===== src/rtl/compare_stream_tracker.sv =====
// Compares each accepted sample with the previous one and accumulates max/min/gt/lt/eq over a fixed window.
// Latency: per-sample compare code 1 cycle after accept; window results 1 cycle after the last accept. Backpressure: oReady low only in the single DONE cycle.
module compare_stream_tracker #(
    parameter int DATA_W = 8,
    parameter int WINDOW = 16,
    parameter int CNT_W  = 5
) (
    input  logic              iClk,
    input  logic              iRst_n,
    input  logic              iClear,
    input  logic [DATA_W-1:0] iData,
    input  logic              iValid,
    output logic              oReady,
    output logic [2:0]        oCmp,
    output logic              oCmpValid,
    output logic [DATA_W-1:0] oMax,
    output logic [DATA_W-1:0] oMin,
    output logic [CNT_W-1:0]  oCntGt,
    output logic [CNT_W-1:0]  oCntLt,
    output logic [CNT_W-1:0]  oCntEq,
    output logic              oDone
);

    localparam logic [1:0] S_EMPTY = 2'd0;
    localparam logic [1:0] S_TRACK = 2'd1;
    localparam logic [1:0] S_DONE  = 2'd2;

    localparam logic [2:0] CMP_GT = 3'b100;
    localparam logic [2:0] CMP_LT = 3'b010;
    localparam logic [2:0] CMP_EQ = 3'b001;

    localparam logic [CNT_W-1:0] LAST_IDX = CNT_W'(WINDOW - 1);
    localparam logic [CNT_W-1:0] CNT_ONE  = CNT_W'(1);

    logic [1:0]        state_q, state_d;
    logic [DATA_W-1:0] prev_q, prev_d, wmax_q, wmax_d, wmin_q, wmin_d;
    logic [CNT_W-1:0]  idx_q, idx_d, gt_q, gt_d, lt_q, lt_d, eq_q, eq_d;
    logic [2:0]        cmp_q, cmp_d;
    logic              cmp_vld_q, cmp_vld_d, done_q, done_d;
    logic [DATA_W-1:0] rmax_q, rmax_d, rmin_q, rmin_d;
    logic [CNT_W-1:0]  rgt_q, rgt_d, rlt_q, rlt_d, req_q, req_d;

    logic              accept, is_gt, is_lt;
    logic [DATA_W-1:0] nmax, nmin;
    logic [CNT_W-1:0]  ngt, nlt, neq;

    assign oReady = (state_q != S_DONE);
    assign accept = iValid && oReady;
    assign is_gt  = iData > prev_q;
    assign is_lt  = iData < prev_q;
    assign nmax   = (iData > wmax_q) ? iData : wmax_q;
    assign nmin   = (iData < wmin_q) ? iData : wmin_q;
    assign ngt    = is_gt ? gt_q + CNT_ONE : gt_q;
    assign nlt    = is_lt ? lt_q + CNT_ONE : lt_q;
    assign neq    = (!is_gt && !is_lt) ? eq_q + CNT_ONE : eq_q;

    always_comb begin
        state_d   = state_q;
        prev_d    = prev_q;
        wmax_d    = wmax_q;
        wmin_d    = wmin_q;
        idx_d     = idx_q;
        gt_d      = gt_q;
        lt_d      = lt_q;
        eq_d      = eq_q;
        cmp_d     = cmp_q;
        cmp_vld_d = 1'b0;
        done_d    = 1'b0;
        rmax_d    = rmax_q;
        rmin_d    = rmin_q;
        rgt_d     = rgt_q;
        rlt_d     = rlt_q;
        req_d     = req_q;

        // Abort drops the partial window; published results stay visible.
        if (iClear) begin
            state_d = S_EMPTY;
            prev_d  = '0;
            wmax_d  = '0;
            wmin_d  = '0;
            idx_d   = '0;
            gt_d    = '0;
            lt_d    = '0;
            eq_d    = '0;
            cmp_d   = CMP_EQ;
        end else begin
            case (state_q)
                S_EMPTY: begin
                    if (accept) begin
                        prev_d  = iData;
                        wmax_d  = iData;
                        wmin_d  = iData;
                        idx_d   = CNT_ONE;
                        cmp_d   = CMP_EQ;
                        state_d = S_TRACK;
                    end
                end
                S_TRACK: begin
                    if (accept) begin
                        cmp_d     = is_gt ? CMP_GT : (is_lt ? CMP_LT : CMP_EQ);
                        cmp_vld_d = 1'b1;
                        prev_d    = iData;
                        wmax_d    = nmax;
                        wmin_d    = nmin;
                        gt_d      = ngt;
                        lt_d      = nlt;
                        eq_d      = neq;
                        idx_d     = idx_q + CNT_ONE;
                        if (idx_q == LAST_IDX) begin
                            rmax_d  = nmax;
                            rmin_d  = nmin;
                            rgt_d   = ngt;
                            rlt_d   = nlt;
                            req_d   = neq;
                            done_d  = 1'b1;
                            state_d = S_DONE;
                        end
                    end
                end
                S_DONE: begin
                    prev_d  = '0;
                    wmax_d  = '0;
                    wmin_d  = '0;
                    idx_d   = '0;
                    gt_d    = '0;
                    lt_d    = '0;
                    eq_d    = '0;
                    state_d = S_EMPTY;
                end
                default: state_d = S_EMPTY;
            endcase
        end
    end

    always_ff @(posedge iClk or negedge iRst_n) begin
        if (!iRst_n) begin
            state_q   <= S_EMPTY;
            prev_q    <= '0;
            wmax_q    <= '0;
            wmin_q    <= '0;
            idx_q     <= '0;
            gt_q      <= '0;
            lt_q      <= '0;
            eq_q      <= '0;
            cmp_q     <= CMP_EQ;
            cmp_vld_q <= 1'b0;
            done_q    <= 1'b0;
            rmax_q    <= '0;
            rmin_q    <= '0;
            rgt_q     <= '0;
            rlt_q     <= '0;
            req_q     <= '0;
        end else begin
            state_q   <= state_d;
            prev_q    <= prev_d;
            wmax_q    <= wmax_d;
            wmin_q    <= wmin_d;
            idx_q     <= idx_d;
            gt_q      <= gt_d;
            lt_q      <= lt_d;
            eq_q      <= eq_d;
            cmp_q     <= cmp_d;
            cmp_vld_q <= cmp_vld_d;
            done_q    <= done_d;
            rmax_q    <= rmax_d;
            rmin_q    <= rmin_d;
            rgt_q     <= rgt_d;
            rlt_q     <= rlt_d;
            req_q     <= req_d;
        end
    end

    assign oCmp      = cmp_q;
    assign oCmpValid = cmp_vld_q;
    assign oDone     = done_q;
    assign oMax      = rmax_q;
    assign oMin      = rmin_q;
    assign oCntGt    = rgt_q;
    assign oCntLt    = rlt_q;
    assign oCntEq    = req_q;

endmodule


===== config.mk =====
export PLATFORM = sky130hd
export DESIGN_NAME = compare_stream_tracker
export DESIGN_NICKNAME = d
export VERILOG_FILES = /design/src/rtl/compare_stream_tracker.sv
export SDC_FILE = /design/constraint.sdc
export NUM_CORES = 1
export LEC_CHECK = 0
export CAP_MARGIN = 0
export CORE_MARGIN = 4
export CORE_UTILIZATION = 56
export DETAILED_ROUTE_END_ITERATION = 12
export HOLD_SLACK_MARGIN = 0.15
export PLACE_DENSITY = 0.81
export REMOVE_ABC_BUFFERS = 1
export SLEW_MARGIN = 0
export SYNTH_ARGS = -nofsm -noshare
export SYNTH_HDL_FRONTEND = slang
export SYNTH_SLANG_ARGS = --single-unit

===== constraint.sdc =====
create_clock -name iClk -period 3.1 [get_ports iClk]
set_clock_uncertainty 0.2 [all_clocks]
set_input_delay 0.93 -clock iClk [delete_from_list [all_inputs] [get_ports iClk]]
set_output_delay 0.93 -clock iClk [all_outputs]
set_load 0.03 [all_outputs]

* Word-level counts from Yosys, hierarchy flattened *
Cells that the tools add are included.

word-level totals
  bits of input ports = 12
  bits in registers = 82
  output and inout port bits = 37

operators by class
  reductions and logical operators = 16
  bitwise operators = 1
  order comparisons = 4
  eq/ne operators = 8
  mux-type cells = 45
  $add $sub $neg = 4

operators by type and width
  kind                   count
  $mux W8                8
  $mux W5                12
  $pmux W8 S3            2
  $pmux W5 S2            3
  $add A5 B1 Y5 const B  4
  $gt A8 B8 Y1           2
  $lt A8 B8 Y1           2
  $pmux W8 S2            1
  $pmux W5 S3            1
  $mux W3                4
  $mux W2                5
  $ne A3 B3 Y1 const B   3
  $reduce_and A3 Y1      3
  $reduce_bool A3 Y1     3
  $mux W1                7
  $pmux W3 S2            1
  $eq A5 B4 Y1 const B   1
  $pmux W2 S2            1
  $reduce_and A2 Y1      2
  $reduce_and A4 Y1      1
  $reduce_bool A4 Y1     1
  $ne A3 B1 Y1 const B   1
  $eq A2 B1 Y1 const B   1
  $eq A2 B2 Y1 const B   1
  6 further kinds        8

* Logic depth before layout (Yosys ltp) *
Gate-level depths: netlist (run 1).

  depth after elaboration = 7
  mapped depth = 10

* Worst setup path after synthesis (run 1) *
OpenSTA, ideal clock, no wires.

  path kind = input-to-reg
  start point = input port iData[7]
  end point = register eq_q[4]
  slack = 0.378 ns
  arrival = 2.445 ns
  cell stages on the path = 8
  required time = 2.823 ns
  path buffers = 1
  cell sequence = ha_1 > nand4_1 > or2_4 > a31oi_2 > buf_4 > nand4_2 > or3_1 > o21ai_1

between the ends
  word-level cells in the longest chain between the ends = 7

ends and longest elaborated chain
  item                                                 RTL line  RTL
  start: declaration                                   11        input logic [DATA_W-1:0] iData,
  $gt A8 B8 Y1 / $lt A8 B8 Y1 (equally long branches)  49, 50
  $logic_not A1 Y1                                     55        assign neq = (!is_gt && !is_lt) ? eq_q + CNT_ONE : eq_q;
  $logic_and A1 B1 Y1 *                                55
  $mux W5 *                                            55
  $mux W5 *                                            99        if (accept) begin
  $pmux W5 S2 *                                        87        case (state_q)
  $mux W5 *                                            76        if (iClear) begin
  end signal: assignment                               161       eq_q <= eq_d;
  end: declaration                                     37        logic [CNT_W-1:0] idx_q, idx_d, gt_q, gt_d, lt_q, lt_d, eq_q, eq_d;

Every way passes the cells marked *; elsewhere a longest branch is shown, timed or not. The select of a mux whose other input is x is not followed.
A chain may end at the register's enable or synchronous reset.

* Final worst setup path (run 1) *
  start point = input port iData[3]
  end point = register wmax_q[2]

between the ends
  word-level cells in the longest chain between the ends = 5

ends and longest elaborated chain
  item                    RTL line  RTL
  $gt A8 B8 Y1            51        assign nmax = (iData > wmax_q) ? iData : wmax_q;
  $mux W8                 51
  $mux W8                 99
  $pmux W8 S3             87
  $mux W8                 76
  end signal: assignment  156       wmax_q <= wmax_d;
  end: declaration        36        logic [DATA_W-1:0] prev_q, prev_d, wmax_q, wmax_d, wmin_q, wmin_d;

No other way between the ends. The select of a mux whose other input is x is not followed.

==> summary.md, run 1 <==
| Metric | Value |
|---|---|
| All-Layer GR Usage | 22.87% |
| Via/cell ratio | 5.667 |
| Nets | ~560 |
| Period utilisation layout | 96.08% |
| Share of post-route cells with drive strength above 1 | 14.48% |
| DIE HEIGHT | 96.14 um |
| Post-Syn Instances | 439 |
| PD cells | 634.0 nW/um^2 |
| DIE AREA | ~9200 um^2 |
| DRT antenna net count | 0 |
| Area Overhead vs Synth | 26.69% |
| Switching pwr | 1.196 mW |
| Met1 Track Usage GR | 31.27% |
| Most used routing layer | met2 |
| Commonest cells after routing, fill and taps aside | 81 x dfrtp_1, 63 x nand2_1, 51 x o21ai_1 |
| Leak Pwr | 2.553 nW |
| Via count | 3,536 |
| Post-synth EDFFs | 0 |
| Cell variety after synth | 56 |
| Power share of the clock group | 26.4% |
| Post-synth top flop | dfrtp_1 |
| Flop pwr share | 38.1% |
| Width of the die | 96.14 um |
| Vias in the first global route | 3,461 |
| Top Ports | 49 |
| Arr. time, crit path | 3.01 ns |
| Maximum vdd drop | 0.0003894 V |
| Status | complete, no violations |
| Row Count | 31 |
| TritonCTS buffer count | 9 |
| Internal | 2.298 mW |
| Clk buf depth | 2 |
| Startpoint Class | input port |
| Met2 Use GR | 37.03% |
| WHS | 0.2866 ns |
| H-Tree Depth | 3 |
| Max-cap viol count | 0 |
| Drt pass-1 iters | 5 |
| Mapped Area | 4350 um^2 |
| GRT Residual Overflow | 0 |
| Placer Congestion | 0.8219 |
| Combinational power share | 35.4% |
| Worst endpoint required time | ~3.1 ns |
| Final setup fails | 0 |
| Worst-Skew Late Latency | 0.35 ns |
| IO Port Bufs | 48 |
| Slew margin rel. | 57.03% |
| Unrepaired setup endpoints after global routing | false |
| Switching share of total power | 34.24% |
| Grt met3 use | roughly 3.1% |
| Hold_buf cts | 0 |
| Most common cell after layout, fill and taps aside | dfrtp_1 |
| Synth Warn # | 0 |
| Per-cell routed wire length | 15.66 um |
| CTS tree | built |
| Starting Density | 58.72% |
| Pin count of the biggest net entering global routing | 64 |
| Clk sink count | 82 |
| Tot Pwr | 3.494 mW |
| ANT cells | 0 |
| Worst Max-Slew Pin Slew | 0.6445 ns |
| CP Capture Type | flip-flop |
| Clock transition at path regs | 0.08 ns |
| Final Max Slew Viols | 0 |
| FF+latch count, synth | 82 |
| Placed Cells | 607 |
| Initial DRC Count | 171 |
| DPL Wire Length | 6943 um |
| Hold Vio Cnt, Final | 0 |
| Seq/Total Area, Yosys | 47.20% |
| Fin Setup TNS | 0 ns |
| Avg Synthesized Cell Area | 9.910 um^2 |
| # DRC | 0 |
| Final wirelength | between 9000 and 10,000 um |
| Worst hold-check path type | flip-flop to flip-flop |
| Fmax | between 300 and 400 MHz |
| Crit path max fanout | 7 |
| Core Region | 7408 um^2 |
| Initial antenna violation count | 0 |
| Final Non-Filler Cells | 624 |
| First-pass GRT wire length | around 16,000 um |
| Post-synth ARST share | 100.0% |
| CTS root buf | clkbuf_8 |
| Min cycle time layout | 2.978 ns |
| WS Path Type | input port to flip-flop |
sequential cells by signal, indices dropped and copies added (netlist names):
signal	count
lt_q	5
eq_q	5
wmin_q	8
oCmpValid	1
oCmp	3
wmax_q	8
prev_q	8
oCntEq	5
oCntGt	5
oDone	1
oMax	8
state_q	2
oCntLt	5
oMin	8
idx_q	5
gt_q	5
through the flow:
step                      instance area [um^2]  setup slack (ns)  util, %
after floorplan                           4273           -0.4129        -
after global placement                    5204           -0.2744    70.24
after CTS                                 5469           0.03566    73.82
after detailed placement                  5204           -0.3896    70.24
final                                     5512            0.1215    74.40
after global routing                      5512           0.02313    74.40
cells by family after synthesis:
family / count (synthesis) / share of synthesized area, %
AOI/OAI and AO/OA: 129 / 19.56
adders and majority gates: 32 / 9.203
buffers and inverters: 51 / 4.803
xor gates and xnor gates: 12 / 2.416
and+or+nand+nor: 110 / 11.50
DFF: 82 / 47.20
muxes: 23 / 5.321
final timing paths:
check,startpoint,depth (start not counted),slack (ns),to
worst max-delay path,iData[3],9,0.12,wmax_q[2]$_DFFE_PN0P_
worst max register to register,state_q[0]$_DFFE_PN0P_,9,0.71,wmax_q[2]$_DFFE_PN0P_
max in group asynchronous,iRst_n,2,1.69,prev_q[2]$_DFFE_PN0P_
min in group asynchronous,iRst_n,1,0.39,oMin[4]$_DFFE_PN0P_
worst min-delay path,oMax[5]$_DFFE_PN0P_,2,0.29,oMax[5]$_DFFE_PN0P_
worst min register to register,oMax[5]$_DFFE_PN0P_,2,0.29,oMax[5]$_DFFE_PN0P_
repair_timing:
| action | 4_1_cts | 5_1_grt |
|---|---|---|
| buffers inserted | 0 | 1 |
| pin swaps | 0 | 3 |
| gates resized for setup | 4 | 8 |
| endpoints found under the setup margin | 4 | 21 |
critical path: stages:
cell and delay (ns):
clkdlybuf4s50_1 0.51, ha_1 0.36, nand2_1 0.08, o21bai_1 0.16
a21oi_1 0.17, o32ai_2 0.14, buf_4 0.18, a21o_1 0.25
a22o_1 0.23
cell usage after synthesis, drive strengths merged (3+ instances only):
master | number | area share (%)
nand2 | 64 | 5.5
nor2b | 4 | 0.58
a21o | 8 | 1.6
and3 | 3 | 0.43
ha | 32 | 9.2
nor2 | 11 | 1.0
xor2 | 5 | 1.0
nand3 | 6 | 0.69
nor3 | 6 | 0.69
dfrtp | 81 | 47
o211ai | 4 | 0.69
o21bai | 4 | 0.95
clkbuf | 9 | 0.78
o21ai | 57 | 6.6
buf | 7 | 1.0
or3 | 3 | 0.43
a22o | 17 | 3.4
xnor2 | 7 | 1.4
mux2i | 22 | 5.1
nand4 | 5 | 0.86
inv | 35 | 3.0
a21oi | 19 | 2.3
power groups by stage:
stage	registers (mW)	logic (mW)	clock network, mW
after floorplan	1.33	0.772	0
after global placement	1.33	1.15	0
after CTS	1.33	1.23	0.940
final	1.33	1.24	0.924
after detailed placement	1.34	1.20	0
after global routing	1.35	1.36	0.988
cell type report:
type / count / area [um^2]
multi-input combinational: 306 / 2151
sequential: 82 / 2053
fill: 500 / 1897
timing repair buffer: 86 / 810.8
inverter: 35 / 131.4
clock buffer: 9 / 123.9
tap: 99 / 123.9
clock inverter: 7 / 117.6
metal layers:
| layer | routed length [um] | vias to the layer above |
|---|---|---|
| li1 | - | 1710 |
| met1 | 4440 | 1734 |
| met3 | 317 | 16 |
| met2 | 4824 | 76 |
| met4 | 187 | 0 |
| met5 | 0 | - |
Note: power is estimated with default switching activity, not from simulation.
==> inputs of run 2 (changes only) <==
REMOVE_ABC_BUFFERS = not set   (was 1)
==> summary.md, run 2 (synthesis results as in run 1) <==
| Metric | Value |
|---|---|
| Fmax | 329.7 MHz (-1.8%) |
| Starting Density | 58.72% (unchanged) |
| Clk buf depth | 2 (unchanged) |
| DIE HEIGHT | 96.14 um (unchanged) |
| Worst hold-check path type | flip-flop to flip-flop |
| Most common cell after layout, fill and taps aside | dfrtp_1 |
| Placed inst area | 5214 um^2 (+0.19%) |
| TritonCTS buffer count | 9 (unchanged) |
| DIE AREA | 9243 um^2 (unchanged) |
| Worst-Skew Late Latency | 0.36 ns (about the same) |
| All-Layer GR Usage | 23.58% (+0.71 points) |
| Flop pwr share | 39.9% (+1.8 points) |
| Slew margin rel. | 68.08% (+11 points) |
| Final Max Slew Viols | 0 (unchanged) |
| DPL Wire Length | 7520 um (+8.3%) |
| CTS root buf | clkbuf_8 |
| Fin Setup TNS | 0 ns (unchanged) |
| Final wirelength | 10,050 um (+2.9%) |
| DRT antenna net count | 0 (unchanged) |
| PD cells | 618.8 nW/um^2 (-2.4%) |
| Crit path max fanout | 4 (-3) |
| Drt pass-1 iters | 5 (unchanged) |
| Most frequent CP cell | nand4_1 |
| First-pass GRT wire length | 16,640 um (+1.5%) |
| Nets | 566 (+0.35%) |
| ANT cells | 0 (unchanged) |
| # DRC | 0 (unchanged) |
| CP Capture Type | flip-flop |
| Switching share of total power | 36.31% (+2.1 points) |
| Share of post-route cells with drive strength above 1 | 13.66% (-0.81 points) |
| Core Region | 7408 um^2 (unchanged) |
| Area Overhead vs Synth | 24.50% |
| CP max stage cell | clkdlybuf4s50_1 |
| Switching pwr | 1.217 mW (+1.7%) |
| Clock transition at path regs | 0.08 ns (about the same) |
| Final Non-Filler Cells | 626 (+0.32%) |
| Pin count of the biggest net entering global routing | 58 (-9.4%) |
| Placer Congestion | 0.9269 (+13%) |
| Cell Chain, Critical Path | clkdlybuf4s50_1 > ha_1 > nand4_1 > or2_4 > a31oi_2 > nand4_1 > or3_1 > o21ai_1 |
| H-Tree Depth | 3 (unchanged) |
| Clk sink count | 82 (unchanged) |
| Worst endpoint required time | 3.19 ns (+0.06 ns) |
| Hold Vio Cnt, Final | 0 (unchanged) |
| Placed Cells | 610 (+0.49%) |
| Power share of the clock group | 23.6% (-2.8 points) |
| Arr. time, crit path | 3.12 ns (+0.11 ns) |
| Core Util, Final | 73.11% (-1.3 points) |
| Internal | 2.135 mW (-7.1%) |
| Via count | 3,560 (+0.68%) |
| Min cycle time layout | 3.033 ns (+0.05493 ns) |
| GRT Residual Overflow | 0 (unchanged) |
| Maximum vdd drop | 0.0003686 V (-5.3%) |
| Row Count | 31 (unchanged) |
| Width of the die | 96.14 um (unchanged) |
| Initial antenna violation count | 0 (unchanged) |
| Post-route cell area | 5416 um^2 (-1.7%) |
| Status | complete, no violations |
| Tot Pwr | 3.352 mW (-4.1%) |
| Leak Pwr | 2.495 nW (-2.3%) |
| Initial DRC Count | 196 (+15%) |
| IO Port Bufs | 48 (unchanged) |
| Final setup fails | 0 (unchanged) |
| Commonest cells after routing, fill and taps aside | 81 x dfrtp_1, 63 x nand2_1, 53 x o21ai_1 |
| Hold_buf cts | 0 (unchanged) |
| Top Ports | 49 (unchanged) |
| Post-Syn Nets | 483 |
| WS Path Type | input port to flip-flop |
| Period utilisation layout | 97.85% (+1.8 points) |
| Via/cell ratio | 5.687 (+0.36%) |
| Startpoint Class | input port |
| Combinational power share | 36.6% (+1.2 points) |
| CP max stage delay | 0.48 ns (-0.03 ns) |
| Flop2flop setup slack | 0.77 ns (+0.06 ns) |
| Per-cell routed wire length | 16.05 um (+2.5%) |
| Worst Max-Slew Pin Slew | 0.4788 ns (-0.1657 ns) |
| Unrepaired setup endpoints after global routing | false |
| Max-cap viol count | 0 (unchanged) |
| CTS tree | built |
| Vias in the first global route | 3,535 (+2.1%) |
[run 2: cell types whose count changed in the layout (fill, tap and decap cells not counted), sizes merged]
cell	delta
buf	+2
bufinv	-2
clkdlybuf4s50	+3
clkinv	-2
clkinvlp	+2
dlymetal6s2s	-3
inv	+2
[run 2: through the flow]
stage / setup WS (ns) / hold slack (ns)
floorplan: 0.3781 / 0.2485
global placement: -0.2795 / 0.2599
detailed placement: -0.3318 / 0.2754
CTS: 0.04691 / 0.2947
global route: 0.0001004 / 0.3027
finish: 0.06660 / 0.2869
[run 2: cell type report]
cell class | count | area, um^2
clock inverters | 7 | 76.32
repair buffers | 88 | 805.8
fillers | 547 | 1992
well taps | 99 | 123.9
flip-flops and latches | 82 | 2053
inverters | 35 | 131.4
multi-input cells | 306 | 2102
clock buffers | 9 | 123.9
[run 2: worst paths after layout]
check                                  startpoint               endpoint  cells past startpoint
setup reg to reg           state_q[0]$_DFFE_PN0P_  wmax_q[2]$_DFFE_PN0P_                      9
min in group asynchronous                  iRst_n    oMax[5]$_DFFE_PN0P_                      1
hold / removal              prev_q[6]$_DFFE_PN0P_  prev_q[6]$_DFFE_PN0P_                      2
setup / recovery                         iData[7]    eq_q[3]$_DFFE_PN0P_                      8
hold reg to reg             prev_q[6]$_DFFE_PN0P_  prev_q[6]$_DFFE_PN0P_                      2
max in group asynchronous                  iRst_n  wmin_q[7]$_DFFE_PN0P_                      2
[run 2: worst max-delay path: cells and delay by family]
kind	cells	cell delay [ns]
buffers and inverters	1	0.48
and+or+nand+nor	4	1.01
AOI/OAI and AO/OA	2	0.34
adders and majority gates	1	0.35
[run 2: power groups by stage]
stage	registers, mW	clock network, mW	logic (mW)
6_report	1.34	0.790	1.23
5_1_grt	1.35	0.846	1.36
4_1_cts	1.33	0.802	1.22
3_5_place_dp	1.35	0	1.22
3_3_place_gp	1.34	0	1.17
2_1_floorplan	1.33	0	0.799
[run 2: metal layers]
layer | track usage, % | vias up | routed length, um
met2 | 36.11 | 111 | 4563
met1 | 32.71 | 1707 | 4684
met4 | 8.649 | 0 | 226
met5 | 0 | - | 0
met3 | 5.395 | 26 | 574
li1 | - | 1716 | -
[run 2: repair_timing]
action / 4_1_cts / 5_1_grt
setup buffers: 0 / 0
gates resized for setup: 0 / 1
setup endpoints to repair: 0 / 15
